$ cat config.mk
export PLATFORM = sky130hd
export DESIGN_NAME = lfsr_capture
export DESIGN_NICKNAME = d
export VERILOG_FILES = /design/src/rtl/lfsr_pkg.sv /design/src/rtl/lfsr_capture_fifo.sv /design/src/rtl/lfsr_capture.sv
export SDC_FILE = /design/constraint.sdc
export NUM_CORES = 1
export LEC_CHECK = 0
export BUFFER_PORTS_ARGS = -buffer_cell sky130_fd_sc_hd__buf_4
export CAP_MARGIN = 20
export CORE_ASPECT_RATIO = 1.25
export CORE_MARGIN = 10
export CORE_UTILIZATION = 60
export DETAILED_ROUTE_END_ITERATION = 12
export PLACE_DENSITY = 0.79
export SLEW_MARGIN = 40
export SYNTH_ARGS = -nofsm -noshare
export SYNTH_HDL_FRONTEND = slang
export SYNTH_SLANG_ARGS = --single-unit
$ cat constraint.sdc
create_clock -name clk -period 6.4 [get_ports clk]
set_clock_uncertainty 0.1 [all_clocks]
set_input_delay 0.64 -clock clk [delete_from_list [all_inputs] [get_ports clk]]
set_output_delay 0.64 -clock clk [all_outputs]
set_load 0.02 [all_outputs]
$ cat src/rtl/lfsr_pkg.sv
// Shared definitions for the LFSR capture block: default geometry,
// the MISR feedback taps and small sizing/update helpers.
package lfsr_pkg;

  localparam int WORD_W_DEF = 32;
  localparam int DEPTH_DEF  = 4;

  // Feedback taps for x^32 + x^22 + x^2 + x + 1 (bits 31, 21, 1, 0).
  localparam logic [31:0] MISR_TAPS = 32'h8020_0003;

  // Occupancy counter width: must be able to hold DEPTH itself.
  function automatic int occ_w(input int depth);
    return $clog2(depth) + 1;
  endfunction

  // One MISR step: shift left, feed back the tap parity, fold in the word.
  function automatic logic [31:0] misr_next(input logic [31:0] sig,
                                            input logic [31:0] din);
    return {sig[30:0], ^(sig & MISR_TAPS)} ^ din;
  endfunction

endpackage

$ cat src/rtl/lfsr_capture_fifo.sv
// Word FIFO for the LFSR capture block. A push while full is accepted only
// when a pop happens on the same edge; a pop while empty is ignored.
module lfsr_capture_fifo
  import lfsr_pkg::*;
#(
  parameter int WORD_W = WORD_W_DEF,
  parameter int DEPTH  = DEPTH_DEF
) (
  input  logic              clk,
  input  logic              reset,
  input  logic              push,
  input  logic              pop,
  input  logic [WORD_W-1:0] data_in,
  output logic [WORD_W-1:0] data_out,
  output logic              full,
  output logic              empty
);

  localparam int PTR_W = $clog2(DEPTH);
  localparam int OCC_W = occ_w(DEPTH);

  logic [WORD_W-1:0] mem_q [DEPTH];
  logic [PTR_W-1:0]  wr_ptr_q, wr_ptr_d;
  logic [PTR_W-1:0]  rd_ptr_q, rd_ptr_d;
  logic [OCC_W-1:0]  occ_q, occ_d;
  logic              do_push;
  logic              do_pop;

  assign full     = (occ_q == OCC_W'(DEPTH));
  assign empty    = (occ_q == '0);
  assign do_pop   = pop & ~empty;
  assign do_push  = push & (~full | do_pop);
  assign data_out = mem_q[rd_ptr_q];

  // Pointer and occupancy next-state; pointers wrap naturally (DEPTH is 2^n).
  always_comb begin
    wr_ptr_d = wr_ptr_q;
    rd_ptr_d = rd_ptr_q;
    occ_d    = occ_q;
    if (do_push) wr_ptr_d = wr_ptr_q + PTR_W'(1);
    if (do_pop)  rd_ptr_d = rd_ptr_q + PTR_W'(1);
    if (do_push && !do_pop)      occ_d = occ_q + OCC_W'(1);
    else if (!do_push && do_pop) occ_d = occ_q - OCC_W'(1);
  end

  // Control state: cleared asynchronously so the FIFO reads empty in reset.
  always_ff @(posedge clk or negedge reset) begin
    if (!reset) begin
      wr_ptr_q <= '0;
      rd_ptr_q <= '0;
      occ_q    <= '0;
    end else begin
      wr_ptr_q <= wr_ptr_d;
      rd_ptr_q <= rd_ptr_d;
      occ_q    <= occ_d;
    end
  end

  // Storage: data only, never read while empty so it needs no reset.
  always_ff @(posedge clk) begin
    if (do_push) mem_q[wr_ptr_q] <= data_in;
  end

endmodule

$ cat src/rtl/lfsr_capture.sv
// LFSR capture: deserializes a sampled serial stream MSB-first into
// WORD_W-bit words, queues them in a small FIFO, counts pushes, flags
// drops and (optionally) folds every accepted word into a 32-bit MISR.
// Optional feature macro: LFSR_CAPTURE_SIGNATURE_EN enables the MISR;
// without it sig_out is tied to zero.
module lfsr_capture
  import lfsr_pkg::*;
#(
  parameter int WORD_W = WORD_W_DEF,
  parameter int DEPTH  = DEPTH_DEF
) (
  input  logic              clk,
  input  logic              reset,
  input  logic              d,
  input  logic              sample_en,
  input  logic              word_ready,
  output logic [WORD_W-1:0] word_out,
  output logic              word_valid,
  output logic              overflow,
  output logic [15:0]       word_count,
  output logic [31:0]       sig_out
);

  localparam int CNT_W = $clog2(WORD_W);

  logic [WORD_W-1:0] shift_q, shift_d;
  logic [CNT_W-1:0]  bit_cnt_q, bit_cnt_d;
  logic              overflow_q, overflow_d;
  logic [15:0]       word_count_q, word_count_d;
  logic [WORD_W-1:0] push_word;
  logic              push;
  logic              pop;
  logic              accepted;
  logic              fifo_full;
  logic              fifo_empty;
  logic [WORD_W-1:0] fifo_head;

  // Deserializer: shift on sample_en, push the word on its last bit.
  always_comb begin
    shift_d   = shift_q;
    bit_cnt_d = bit_cnt_q;
    push      = 1'b0;
    push_word = {shift_q[WORD_W-2:0], d};
    if (sample_en) begin
      shift_d = push_word;
      if (bit_cnt_q == CNT_W'(WORD_W - 1)) begin
        bit_cnt_d = '0;
        push      = 1'b1;
      end else begin
        bit_cnt_d = bit_cnt_q + CNT_W'(1);
      end
    end
  end

  // A pop needs a head word; a push while full only lands if a pop frees a slot.
  assign pop      = ~fifo_empty & word_ready;
  assign accepted = push & (~fifo_full | pop);

  // Push counter and sticky drop flag.
  always_comb begin
    word_count_d = word_count_q;
    overflow_d   = overflow_q;
    if (accepted)                    word_count_d = word_count_q + 16'd1;
    if (push && fifo_full && !pop)   overflow_d   = 1'b1;
  end

  // Deserializer and counter state; reset discards any partial word.
  always_ff @(posedge clk or negedge reset) begin
    if (!reset) begin
      shift_q      <= '0;
      bit_cnt_q    <= '0;
      overflow_q   <= 1'b0;
      word_count_q <= '0;
    end else begin
      shift_q      <= shift_d;
      bit_cnt_q    <= bit_cnt_d;
      overflow_q   <= overflow_d;
      word_count_q <= word_count_d;
    end
  end

  lfsr_capture_fifo #(
    .WORD_W (WORD_W),
    .DEPTH  (DEPTH)
  ) u_fifo (
    .clk      (clk),
    .reset    (reset),
    .push     (push),
    .pop      (pop),
    .data_in  (push_word),
    .data_out (fifo_head),
    .full     (fifo_full),
    .empty    (fifo_empty)
  );

  assign word_valid = ~fifo_empty;
  assign word_out   = fifo_empty ? '0 : fifo_head;
  assign overflow   = overflow_q;
  assign word_count = word_count_q;

`ifdef LFSR_CAPTURE_SIGNATURE_EN
  logic [31:0] sig_q, sig_d;

  // MISR next-state: fold in each word that actually entered the FIFO.
  always_comb begin
    sig_d = sig_q;
    if (accepted) sig_d = misr_next(sig_q, 32'(push_word));
  end

  // MISR register.
  always_ff @(posedge clk or negedge reset) begin
    if (!reset) sig_q <= '0;
    else        sig_q <= sig_d;
  end

  assign sig_out = sig_q;
`else
  assign sig_out = '0;
`endif

endmodule

-- Word-level counts from Yosys, hierarchy flattened
Memory sizes are Yosys's and may differ from the RTL's.
Index checks and enable logic that the tools add are counted.
- $add $sub $neg: 6
- eq/ne operators: 2
- mux-type cells: 8
- bitwise logic cells: 8
- reductions and logical operators: 9
- operators with widths (operator ; number):
    two-way mux 32 bit ; 1
    adder 16 x 1 -> 16 bit (second input constant) ; 1
    two-way mux 3 bit ; 2
    adder 5 x 1 -> 5 bit (second input constant) ; 1
    equality test 5 bit (second input constant) ; 1
    two-way mux 5 bit ; 1
    adder 2 x 1 -> 2 bit (second input constant) ; 2
    AND 1 bit ; 4
    logical AND 1 bit ; 4
    two-way mux 1 bit ; 4
    adder 3 x 1 -> 3 bit (second input constant) ; 1
    equality test 3 bit (second input constant) ; 1
    logical NOT 1 bit ; 3
    logical NOT 3 bit ; 1
    subtractor 3 x 1 -> 3 bit (second input constant) ; 1
    inverter 1 bit ; 2
    OR 1 bit ; 2
    nonzero test 2 bit ; 1
- bits in registers: 60
- memory bits (writable): 128
- bits of input ports: 5
- output and inout port bits: 82
- logic and storage cells: 41
- memories: 1
- memories (name ; depth ; bits a word ; rd ports ; clocked after memory_dff ; write ports ; RTL line ; text):
    u_fifo.mem_q ; 4 ; 32 ; 1 ; 0 ; 1 ; lfsr_capture_fifo.sv:22 ; logic [WORD_W-1:0] mem_q [DEPTH];

-- Longest topological paths before layout
- depth after elaboration: 10
- depth in mapped cells: 11
- gate-level depth less buffers: 11

-- Modules after synthesis
From an unflattened synthesis, not the netlist that was laid out.
- cells, all modules: 425
- area total of the unflattened synthesis: 7757.4 um2
- by module, submodules not included (module ; instances ; cells an instance ; area each (um2) ; sequential area each (um2)):
    lfsr_capture_fifo ; 1 ; 203 ; 5094.9 ; 4018.9
    lfsr_capture ; 1 ; 222 ; 2662.6 ; 1326.3

-- Worst setup path after synthesis
OpenSTA, ideal clock, no wires.
- kind: flip-flop to flip-flop
- from: reg bit_cnt_q[0]
- to: mem u_fifo.mem_q[0][0] (netlist bit) (enable)
- data arrival time: 2198 ps
- data required time: 5908 ps
- path slack: 3710 ps
- stages on the path, launching flop included: 7
- buffers on the path: 0
- clock period less this slack: 2690 ps
- cell sequence: dfrtp_1 -> ha_1 -> and3_1 -> ha_1 -> nand2_1 -> nor2_2 -> and2_1
- cells in the longest elaborated chain, start to end: 6
- RTL lines (what ; RTL line ; text):
    start, declared ; lfsr_capture.sv:27 ; logic [CNT_W-1:0] bit_cnt_q, bit_cnt_d;
    start signal, assigned ; lfsr_capture.sv:76 ; bit_cnt_q <= bit_cnt_d;
    equality test 5 bit ; lfsr_capture.sv:46 ; if (bit_cnt_q == CNT_W'(WORD_W - 1)) begin
    two-way mux 1 bit ; lfsr_capture.sv:46 ;
    two-way mux 1 bit ; lfsr_capture.sv:44 ; if (sample_en) begin
    AND 1 bit ; lfsr_capture_fifo.sv:32 ; assign do_push = push & (~full | do_pop);
    net u_fifo.do_push ; lfsr_capture_fifo.sv:26 ; logic do_push;
    two-way mux 1 bit ; lfsr_capture_fifo.sv:61 ; if (do_push) mem_q[wr_ptr_q] <= data_in;
    two-way mux 1 bit (not written as such) ; lfsr_capture_fifo.sv:61 ;
    end, declared ; lfsr_capture_fifo.sv:22 ;
The timed path passes the listed nets, and every way through them passes these cells.

-- Worst setup path in the final report
- from: reg u_fifo.rd_ptr_q[0]
- to: out word_out[30]
- cells in the longest elaborated chain, start to end: 2
- RTL lines (what ; RTL line ; text):
    start, declared ; lfsr_capture_fifo.sv:24 ; logic [PTR_W-1:0] rd_ptr_q, rd_ptr_d;
    start signal, assigned ; lfsr_capture_fifo.sv:54 ; rd_ptr_q <= rd_ptr_d;
    memory (4 x 32 bit) ; -- ;
    two-way mux 32 bit ; lfsr_capture.sv:97 ; assign word_out = fifo_empty ? '0 : fifo_head;
    end, declared ; lfsr_capture.sv:17 ; output logic [WORD_W-1:0] word_out,
Every way passes these cells.

==> impl_metrics.py <==
metrics = {
    "place": {
        "placed_area_um2": 8080,
        "dpl.hpwl_um": 7650,
        "post-place-ws_ns": 3.36,
        "io_buffers": 54,
        "routabilityCongestion": 0.703,
    },
    "detailed_routing": {
        "post-route-drc-count": 0,
        "wl_per_cell_um": 19.8,
        "wl_um": 13100,
        "num_vias": 3645,
        "antenna_left": 0,
        "via_per_inst": 5.51,
        "drtPass1Iterations": 4,
        "drt_iter0_markers": 220,
    },
    "synthesis": {
        "ys_warn_count": 0,
        "yosysTopAreaCell": "edfxtp_1",
        "yosys_register_bits": 188,
        "synth.top_cell.area_share_pct": 50.4,
        "synth.most_common_cell": "edfxtp_1",
        "synth_flop_cell": "edfxtp_1",
        "syn_area_um2": 7630,
        "yosysUniqueCellTypes": 34,
        "synth_commonest_cells": "edfxtp_1, dfrtp_1, and2_1, mux2_2, buf_4",
        "avgSynthCellArea_um2": 18.1,
        "seq_area_frac_synth_pct": 70.1,
        "syn_inst": 421,
        "async_reset_ff_share_pct": 31.9,
        "synth-edff-count": 128,
        "yosys-top-cells-area": "edfxtp_1, dfrtp_1, mux4_2, mux2_2, buf_4",
    },
    "setup_path": {
        "crit_top_cell": "buf_4",
        "rr_worst_depth": 11,
        "endpoint_kind": "output port",
        "rrSetupSlack_ns": 3.47,
        "crit_path_cell_trace": "buf_4 -> mux4_2 -> and2_1 -> buf_4",
        "cp_max_fo": 24,
        "slowest_delay_ns": 0.58,
        "cp_data_arrival_time_ns": 2.43,
        "cp-start-kind": "flip-flop",
        "cp.buffers_inverters": 2,
        "r2r_end": "u_fifo.occ_q[2]",
        "critical_path_class": "flip-flop to output port",
        "cp.required_ns": 5.66,
        "rr_startpoint": "bit_cnt_q[0]",
        "cp_slowest_cell": "dfrtp_2",
        "critPathTopFamily": "buffers and inverters",
    },
    "power_and_ir_drop": {
        "vdd_ir_drop_max_uv": 236,
        "power.density_nw_per_um2": 438,
        "power_mw": 3.80,
        "power_leakage_nw": 3.37,
    },
    "clocking": {
        "ctsResizeCount": 0,
        "cts_tree": "built",
        "postCtsHoldBufs": 0,
        "htreeDepth": 4,
        "cts_root_buffer": "clkbuf_16",
        "numCtsBuffers": 17,
        "postCtsSetupBuffers": 0,
        "cts_max_path_buffers": 2,
        "cts.sinks": 188,
        "clk_latency_ns": 0.41,
        "clk_pin_slew_worst_paths_ns": 0.06,
    },
    "finish": {
        "diodes": 0,
        "synthToLayoutAreaGrowth_pct": 14.0,
        "multi_input_area_um2": 2060,
        "seqCellArea_um2": 5350,
        "fillers": 789,
        "drive_gt1_share_pct": 32.6,
        "final_net_count": 495,
        "postLayoutCellArea_um2": 8690,
    },
    "run": {
        "drv_cap": 0,
    },
    "sta": {
        "hold_viol": 0,
        "fmax_mhz": 315,
        "finalCritPeriodShare_pct": 49.6,
        "rsz0062_at_grt": "no",
        "setup_viol": 0,
        "maxSlewViolCount": 0,
        "setup_slack_ns": 3.23,
        "worstMarginPinSlew_ns": 0.591,
        "fin_crit_ns": 3.17,
        "tns_ns": 0,
        "max_slew_margin_pct": 60.6,
    },
    "global_route": {
        "gr-max-usage-layer": "met2",
        "grtUsageMet1_pct": 18.5,
        "gr-usage-met3_pct": 4.75,
        "grt_max_degree": 61,
        "grt_overflow": 0,
        "grt_pass1_vias": 3905,
        "grt_pass1_wl_um": 21400,
        "gr-usage-met2_pct": 25.8,
        "antenna_found_initial": 0,
        "groute.usage.overall_pct": 15.5,
    },
    "floorplanning": {
        "start_util_pct": 60.8,
        "die_w_um": 121,
        "coreArea_um2": 12500,
        "die_area_um2": 17700,
        "pin_count": 87,
        "die_h_um": 146,
        "rows": 46,
    },
    "hold_path": {
        "hold_class": "input pin to async pin",
    },
    "run_status": {
        "status": "completed",
    },
}
cells in the final DEF (no fill, tap or decap), drive strengths merged:
| master | instances |
|---|---|
| a31o | 1 |
| a31oi | 1 |
| and2 | 36 |
| and3 | 6 |
| and4 | 1 |
| and4bb | 1 |
| buf | 59 |
| bufinv | 4 |
| clkbuf | 21 |
| clkinv | 4 |
| clkinvlp | 2 |
| conb | 32 |
| dfrtp | 60 |
| edfxtp | 128 |
| fa | 1 |
| ha | 8 |
| inv | 5 |
| mux2 | 35 |
| mux2i | 1 |
| mux4 | 32 |
| nand2 | 7 |
| nand2b | 2 |
| nand3 | 8 |
| nand4 | 4 |
| nor2 | 4 |
| nor3 | 1 |
| nor4 | 1 |
| nor4b | 2 |
| o21ai | 4 |
| o31ai | 1 |
| or3 | 1 |
| xnor2 | 13 |
| xor2 | 8 |
sequential cells by signal, indices dropped and copies added (netlist names):
name	cells
shift_q	31
u_fifo.occ_q	3
u_fifo.mem_q	128
overflow	1
u_fifo.wr_ptr_q	2
u_fifo.rd_ptr_q	2
bit_cnt_q	5
word_count	16
layout make-up:
type                            instances  share of cell area, %
Clock inverter                         11                   1.93
Inverter                                4                  0.173
Timing Repair Buffer                   59                   5.14
Clock buffer                           21                   5.07
Tap cell                              168                   2.42
Multi-Input combinational cell        211                   23.7
Sequential cell                       188                   61.5
power breakdown:
part	switching, mW	total [mW]	internal (mW)	leakage (nW)
registers	0.223	1.75	1.52	1.93
clock network	0.416	1.07	0.654	0.291
logic	0.468	0.988	0.520	1.14
cell families after synthesis:
| group | synth area share [%] |
|---|---|
| AO/OA/AOI/OAI | 0.558 |
| XOR/XNOR | 2.41 |
| adder cells (fa/ha/maj) | 1.57 |
| buffers and inverters | 4.40 |
| flip-flops | 70.1 |
| multiplexers | 14.7 |
| other | 0.0492 |
| AND/OR/NAND/NOR | 6.18 |
stage by stage:
stage / hold WS [ns] / std cells / util (%)
after global placement: 0.361 / 630 / 64.4
after detailed placement: 0.369 / 630 / 64.4
final: 0.0916 / 662 / 69.3
after global routing: 0.132 / 662 / 69.3
after CTS: 0.227 / 662 / 69.2
after floorplan: 0.244 / 452 / -
routing by layer:
layer / routed length [um] / up-vias
li1: - / 1644
met1: 5190 / 1883
met2: 6990 / 112
met3: 826 / 6
met4: 87 / 0
met5: 0 / -
worst max path at each step:
stage | start | to | slack (ns) | depth (start not counted)
6_report | u_fifo.rd_ptr_q[0] | word_out[30] | 3.23 | 4
5_1_grt | u_fifo.rd_ptr_q[0] | word_out[29] | 3.04 | 4
2_1_floorplan | bit_cnt_q[0] | u_fifo.mem_q[0][0] | 3.71 | 6
4_1_cts | u_fifo.rd_ptr_q[0] | word_out[30] | 3.15 | 4
3_3_place_gp | sample_en | u_fifo.occ_q[2] | 3.49 | 9
3_5_place_dp | sample_en | u_fifo.occ_q[2] | 3.36 | 9
No activity file was read; power rests on OpenSTA's default activity.
